===== src/rtl/distributor8.sv =====
// Two-channel word distributor: routes each accepted upstream byte into FIFO A or B,
// either by a per-word select or by round-robin, and counts the words accepted per channel.
module distributor8 #(
  parameter int DEPTH = 2
) (
  input  logic       i_clk,
  input  logic       i_rst,
  input  logic       i_valid,
  input  logic [7:0] i_data,
  input  logic       i_s,
  input  logic       i_mode,
  output logic       o_ready,
  output logic       o_a_valid,
  output logic [7:0] o_a_data,
  input  logic       i_a_ready,
  output logic [7:0] o_a_cnt,
  output logic       o_b_valid,
  output logic [7:0] o_b_data,
  input  logic       i_b_ready,
  output logic [7:0] o_b_cnt
);

  localparam int AW = (DEPTH > 2) ? $clog2(DEPTH) : 1;
  localparam logic [AW:0]   OCC_FULL = (AW+1)'(DEPTH);
  localparam logic [AW:0]   OCC_ONE  = (AW+1)'(1);
  localparam logic [AW-1:0] PTR_ONE  = AW'(1);

  logic [7:0]    r_a_mem [DEPTH];
  logic [7:0]    r_b_mem [DEPTH];
  logic [AW-1:0] r_a_wp, r_a_rp, r_b_wp, r_b_rp;
  logic [AW:0]   r_a_occ, r_b_occ;
  logic [7:0]    r_a_cnt, r_b_cnt;
  logic          r_rr;

  logic w_target, w_ready, w_acc;
  logic w_a_push, w_a_pop, w_b_push, w_b_pop;
  logic w_a_nempty, w_b_nempty;

  // Routing, acceptance and pop decisions; ready looks only at the target's fullness
  always_comb begin
    w_target   = 1'b0;
    w_ready    = 1'b0;
    w_a_nempty = (r_a_occ != '0);
    w_b_nempty = (r_b_occ != '0);
    if (i_mode) begin
      w_target = r_rr;
    end else begin
      w_target = i_s;
    end
    if (w_target) begin
      w_ready = (r_b_occ != OCC_FULL);
    end else begin
      w_ready = (r_a_occ != OCC_FULL);
    end
    w_acc    = i_valid & w_ready;
    w_a_push = w_acc & ~w_target;
    w_b_push = w_acc & w_target;
    w_a_pop  = w_a_nempty & i_a_ready;
    w_b_pop  = w_b_nempty & i_b_ready;
  end

  assign o_ready   = w_ready;
  assign o_a_valid = w_a_nempty;
  assign o_b_valid = w_b_nempty;
  assign o_a_data  = w_a_nempty ? r_a_mem[r_a_rp] : 8'h00;
  assign o_b_data  = w_b_nempty ? r_b_mem[r_b_rp] : 8'h00;
  assign o_a_cnt   = r_a_cnt;
  assign o_b_cnt   = r_b_cnt;

  // Channel A FIFO and accept counter
  always_ff @(posedge i_clk) begin
    if (i_rst) begin
      r_a_wp  <= '0;
      r_a_rp  <= '0;
      r_a_occ <= '0;
      r_a_cnt <= 8'd0;
    end else begin
      if (w_a_push) begin
        r_a_mem[r_a_wp] <= i_data;
        r_a_wp          <= r_a_wp + PTR_ONE;
        r_a_cnt         <= r_a_cnt + 8'd1;
      end
      if (w_a_pop) begin
        r_a_rp <= r_a_rp + PTR_ONE;
      end
      case ({w_a_push, w_a_pop})
        2'b10:   r_a_occ <= r_a_occ + OCC_ONE;
        2'b01:   r_a_occ <= r_a_occ - OCC_ONE;
        default: r_a_occ <= r_a_occ;
      endcase
    end
  end

  // Channel B FIFO and accept counter
  always_ff @(posedge i_clk) begin
    if (i_rst) begin
      r_b_wp  <= '0;
      r_b_rp  <= '0;
      r_b_occ <= '0;
      r_b_cnt <= 8'd0;
    end else begin
      if (w_b_push) begin
        r_b_mem[r_b_wp] <= i_data;
        r_b_wp          <= r_b_wp + PTR_ONE;
        r_b_cnt         <= r_b_cnt + 8'd1;
      end
      if (w_b_pop) begin
        r_b_rp <= r_b_rp + PTR_ONE;
      end
      case ({w_b_push, w_b_pop})
        2'b10:   r_b_occ <= r_b_occ + OCC_ONE;
        2'b01:   r_b_occ <= r_b_occ - OCC_ONE;
        default: r_b_occ <= r_b_occ;
      endcase
    end
  end

  // Round-robin pointer advances only on an accept made in alternating mode
  always_ff @(posedge i_clk) begin
    if (i_rst) begin
      r_rr <= 1'b0;
    end else if (w_acc && i_mode) begin
      r_rr <= ~r_rr;
    end else begin
      r_rr <= r_rr;
    end
  end

endmodule


===== config.mk =====
export PLATFORM = sky130hd
export DESIGN_NAME = distributor8
export DESIGN_NICKNAME = d
export VERILOG_FILES = /design/src/rtl/distributor8.sv
export SDC_FILE = /design/constraint.sdc
export NUM_CORES = 1
export LEC_CHECK = 0
export CAP_MARGIN = 20
export CORE_MARGIN = 4
export CORE_UTILIZATION = 30
export DETAILED_ROUTE_END_ITERATION = 6
export GPL_TIMING_DRIVEN = 1
export PLACE_DENSITY = 0.53
export SYNTH_ARGS = -nofsm -noshare
export SYNTH_HDL_FRONTEND = slang
export SYNTH_SLANG_ARGS = --single-unit

===== constraint.sdc =====
create_clock -name i_clk -period 5.1 [get_ports i_clk]
set_clock_uncertainty 0.1 [all_clocks]
set_input_delay 0.51 -clock i_clk [delete_from_list [all_inputs] [get_ports i_clk]]
set_output_delay 0.51 -clock i_clk [all_outputs]
set_load 0.02 [all_outputs]

After elaboration in Yosys (flattened, before gate mapping). Memory sizes are Yosys's and may differ from the RTL's. A register that Yosys moved wholly into a read port is not among the register bits. Index checks and enable logic that the tools add are counted.

Bits in registers: 25. Latch bits: 0. Memory bits (writable): 32. ROM bits: 0. Input port bits: 15. Output and inout port bits: 35. Logic and storage cells: 55. Memories kept: 2.

$add $sub $neg: 10. $mul: 0. Div/mod/pow operators: 0. $lt $le $gt $ge: 0. Equality and inequality tests: 6. Shift operators: 0. Muxes and demuxes: 16. Bitwise logic cells: 7. Reductions and logical operators: 5.

Memories: r_a_mem (depth 2, bits a word 8, read ports 1, clocked after memory_dff 1, wr ports 1, RTL line 28) `logic [7:0] r_a_mem [DEPTH];`; r_b_mem (depth 2, bits a word 8, read ports 1, clocked after memory_dff 1, wr ports 1, RTL line 29) `logic [7:0] r_b_mem [DEPTH];`.

Operator list (number): adder 8 x 1 -> 8 bit, second input constant (2); two-way mux 8 bit (2); two-way mux 1 bit (12); one-hot mux 2 bit (2 select lines) (2); nonzero test 2 bit (4); bitwise AND 1 bit (5); adder 1 bit, second input constant (4); adder 2 x 1 -> 2 bit, second input constant (2); == test 2 x 1 -> 1 bit, second input constant (2); == test 2 bit, second input constant (2); inequality test 2 bit, second input constant (2); subtractor 2 x 1 -> 2 bit, second input constant (2); inverter 1 bit (2); logical AND 1 bit (1).

Longest topological paths before layout.
Word-level depth: 7. Mapped depth: 7. Gate-level depth less buffers: 6.

Least setup slack after synthesis. Ideal clock, no wire load.

Path kind: input port to flip-flop. Start: in i_mode. End: mem r_a_mem[1][0], enable pin. Setup time: 0.385 ns. Arrival: 1.788 ns. Data required time: 4.615 ns. Setup slack: 2.827 ns. Stages: 4. Path buffers: 1. Cell sequence: mux2i_4 nand3_1 buf_6 nor3b_1.

Cells in the longest elaborated chain, start to end: 7. Elaborated cells between the ends (all ways): 8. Classes of those cells: mux: 5; bitwise: 3.

Ends and longest elaborated chain: start, declared (RTL line 11) `input logic i_mode,`; two-way mux 1 bit * (RTL line 45) `if (i_mode) begin`; two-way mux 1 bit (RTL line 50) `if (w_target) begin`; bitwise AND 1 bit (RTL line 55) `w_acc = i_valid & w_ready;`; bitwise AND 1 bit * (RTL line 56) `w_a_push = w_acc & ~w_target;`; two-way mux 1 bit * (RTL line 78) `if (w_a_push) begin`; two-way mux 1 bit * (RTL line 72) `if (i_rst) begin`; two-way mux 1 bit (not written as such) * (RTL line 79) `r_a_mem[r_a_wp] <= i_data;`; end, declared (RTL line 28).

Mark *: on every way between the ends. The rest lies on a longest branch, timed or not.

Worst setup path in the final report.
Start: in i_mode. End: out o_ready.

Cells in the longest elaborated chain, start to end: 2.

Ends and longest elaborated chain: two-way mux 1 bit (RTL line 45); two-way mux 1 bit (RTL line 50); end, declared (RTL line 12) `output logic o_ready,`.

No other way between the ends.

==> reports/qor.yml <==
grtUsageTotal_pct: 10.7
ctsHoldBuffers: 0
async_flop_share_pct: 0
slew_viol_final: 0
synth_top_area_cell: "edfxtp_1"
pwr-share-clk_pct: 29.2
finalCritPeriodShare_pct: 60.0
initial_core_util_pct: 31.3
irDropWorstVdd_mv: 0.164
p_leak_nw: 1.12
max_slew_margin_pct: 54.2
r2r_cells: 4
dp_slack_ps: 1580
drt-initial-drc-count: 36
setup_viol: 0
utilization_pct: 41.6
first_pass_iters: 4
hold_viol: 0
viasPerCell: 4.54
vias: 1672
post_cts_buffers: 0
rsz0062_at_grt: "false"
cts.reportedPaths.clkPinSlew_ps: 60
p_sw_mw: 0.473
timing.final.ws_setup_ps: 2040
gr-total-overflow: 0
end_kind: "output port"
grt_max_degree: 33
yosys_most_used_dff: "edfxtp_1"
cp-start-kind: "input port"
drc_errors: 0
diodes: 0
fin_area_um2: 3280
synth_cells: 205
cp-startpoint: "i_mode"
synth_edf_count: 32
io_buffer_count: 49
busiest_layer: "met2"
p_per_area_nw_per_um2: 461
antenna_found_initial: 0
yosys-top-cells-area: "edfxtp_1, dfxtp_1, mux2i_1"
ant_nets: 0
gp_congestion: 0.702
synth_fp_nets: 224
rows: 32
use_met1_pct: 13.3
grt_pass1_wl_mm: 8.09
hp-class: "reg -> reg"
postPlaceCellArea_um2: 3070
core_um2: 7890
clock-sinks: 59
synth_top_family_by_area: "simple AND/OR/NAND/NOR gates"
p_seq_share_pct: 39.7
synth_top_area_share_pct: 38.9
yosys.cell_types.count: 33
hpwlAfterDp_mm: 3.49
grt_use_met3_pct: 2.97
pwr-share-comb_pct: 31.1
rrSetupSlack_ps: 2700
synth-xor-area-share_pct: 6.03
avgSynthCellArea_um2: 12.1
criticalPathCategory: "in -> out"
fmax_mhz: 327
tns_ps: 0
synthSimpleGateAreaFrac_pct: 16.1
wire_per_inst_um: 13.5
mostFrequentLayoutCells: "clkdlybuf4s50_1, nor2_1, edfxtp_1"
die_h_um: 98.8
seq_area_frac_synth_pct: 60.8
syn_area_um2: 2470
synth_compound_gate_area_share_pct: 3.54
maxCapViolations: 0
cts_buffers: 9
fin_nets: 281
cp_max_fo: 10
pin_count: 50
cts_resized: 0
syn_to_final_growth_pct: 32.8
required_ps: 4490
r2r-start: "r_rr$_SDFFE_PP0P_"
final_common_cell: "clkdlybuf4s50_1"
crit_arrival_ps: 2450
switching_share_pct: 31.3
fin_crit_ps: 3060
cts_tree: "yes"
synthMuxAreaShare_pct: 9.11
endpoint: "o_ready"
fp.dieW_um: 98.8
grt_pass1_vias: 1693
hold_ws_ps: 384
clk_root_buffer_cell: "clkbuf_8"
drive_above_1_share_pct: 9.40
cts_buffer_depth: 2
synth-seq-cells: 59
drt-total-wl_mm: 4.97
use_met2_pct: 16.8
status: "finished clean"
yosys_warnings: 0
dieArea_um2: 9750
clock_latency_ps: 330
synthAdderAreaFrac_pct: 2.03
power.internal_mw: 1.04
htree_levels: 3
worst_pin_slew_ps: 685
reg2reg_to: "r_a_mem[1][5]$_DFFE_PP_"
==> sequential cells by signal, indices dropped and copies added, names as in the netlist, named ones only <==
register  flops
r_a_wp        1
r_b_occ       2
r_a_mem      16
r_rr          1
r_a_occ       2
o_a_cnt       8
r_b_mem      16
r_b_wp        1
r_a_rp        1
r_b_rp        1
o_b_cnt       8
==> layer usage <==
metal / share of wire (%) / vias to the layer above
li1: - / 847
met1: 47 / 786
met2: 47 / 29
met3: 3.6 / 10
met4: 2.4 / 0
met5: 0 / -
==> worst min path at each step <==
| stage | from | depth (start not counted) | endpoint | slack (ps) |
|---|---|---|---|---|
| after floorplan | r_a_occ[1]$_SDFFE_PP0P_ | 2 | r_a_occ[1]$_SDFFE_PP0P_ | 370 |
| after global placement | o_b_cnt[7]$_SDFFE_PP0P_ | 2 | o_b_cnt[7]$_SDFFE_PP0P_ | 360 |
| after detailed placement | o_a_cnt[7]$_SDFFE_PP0P_ | 2 | o_a_cnt[7]$_SDFFE_PP0P_ | 380 |
| after CTS | o_a_cnt[7]$_SDFFE_PP0P_ | 2 | o_a_cnt[7]$_SDFFE_PP0P_ | 390 |
| after global routing | o_a_cnt[7]$_SDFFE_PP0P_ | 2 | o_a_cnt[7]$_SDFFE_PP0P_ | 410 |
| final | o_a_cnt[7]$_SDFFE_PP0P_ | 2 | o_a_cnt[7]$_SDFFE_PP0P_ | 380 |
==> worst max-delay path: stages <==
cell,delay (ps)
clkdlybuf4s50_1,570
mux2i_4,440
mux2_2,390
clkdlybuf4s50_1,540
==> power by group through the flow <==
stage | Sequential, mW | Combinational [mW] | Clock (mW)
detailed placement | 0.612 | 0.480 | 0
CTS | 0.602 | 0.482 | 0.455
global route | 0.607 | 0.518 | 0.480
global placement | 0.610 | 0.475 | 0
finish | 0.600 | 0.471 | 0.442
floorplan | 0.587 | 0.304 | 0
==> per-stage QoR <==
step | power, mW | std cells
after detailed placement | 1.09 | 351
after global routing | 1.60 | 368
after CTS | 1.54 | 366
after global placement | 1.08 | 351
after floorplan | 0.891 | 205
final | 1.51 | 368
==> cell usage after synthesis, types with 4 or more instances <==
master	number
a21oi_1	6
clkbuf_1	5
dfxtp_1	27
edfxtp_1	32
ha_1	4
inv_1	4
mux2i_1	18
nand2_1	4
nand3_1	4
nand4_1	6
nor2_1	39
nor2b_1	4
nor3_1	4
o31ai_1	4
or4_1	4
xnor2_1	9
xor2_1	8
==> cell families after synthesis <==
family / Yosys count
AND/OR/NAND/NOR: 78
flip-flops: 59
multiplexers: 21
XOR/XNOR: 17
AO/OA/AOI/OAI: 14
buffers and inverters: 12
adder cells (fa/ha/maj): 4
==> area by class of cell <==
| class | instances | area (um^2) |
|---|---|---|
| multi-input combinational | 134 | 908 |
| clock buffer | 9 | 124 |
| timing repair buffer | 54 | 523 |
| clock inverter | 6 | 81.3 |
| inverter | 4 | 15.0 |
| fill | 774 | 4610 |
| tap | 102 | 128 |
| sequential | 59 | 1500 |
(Power assumes the default switching activity.)
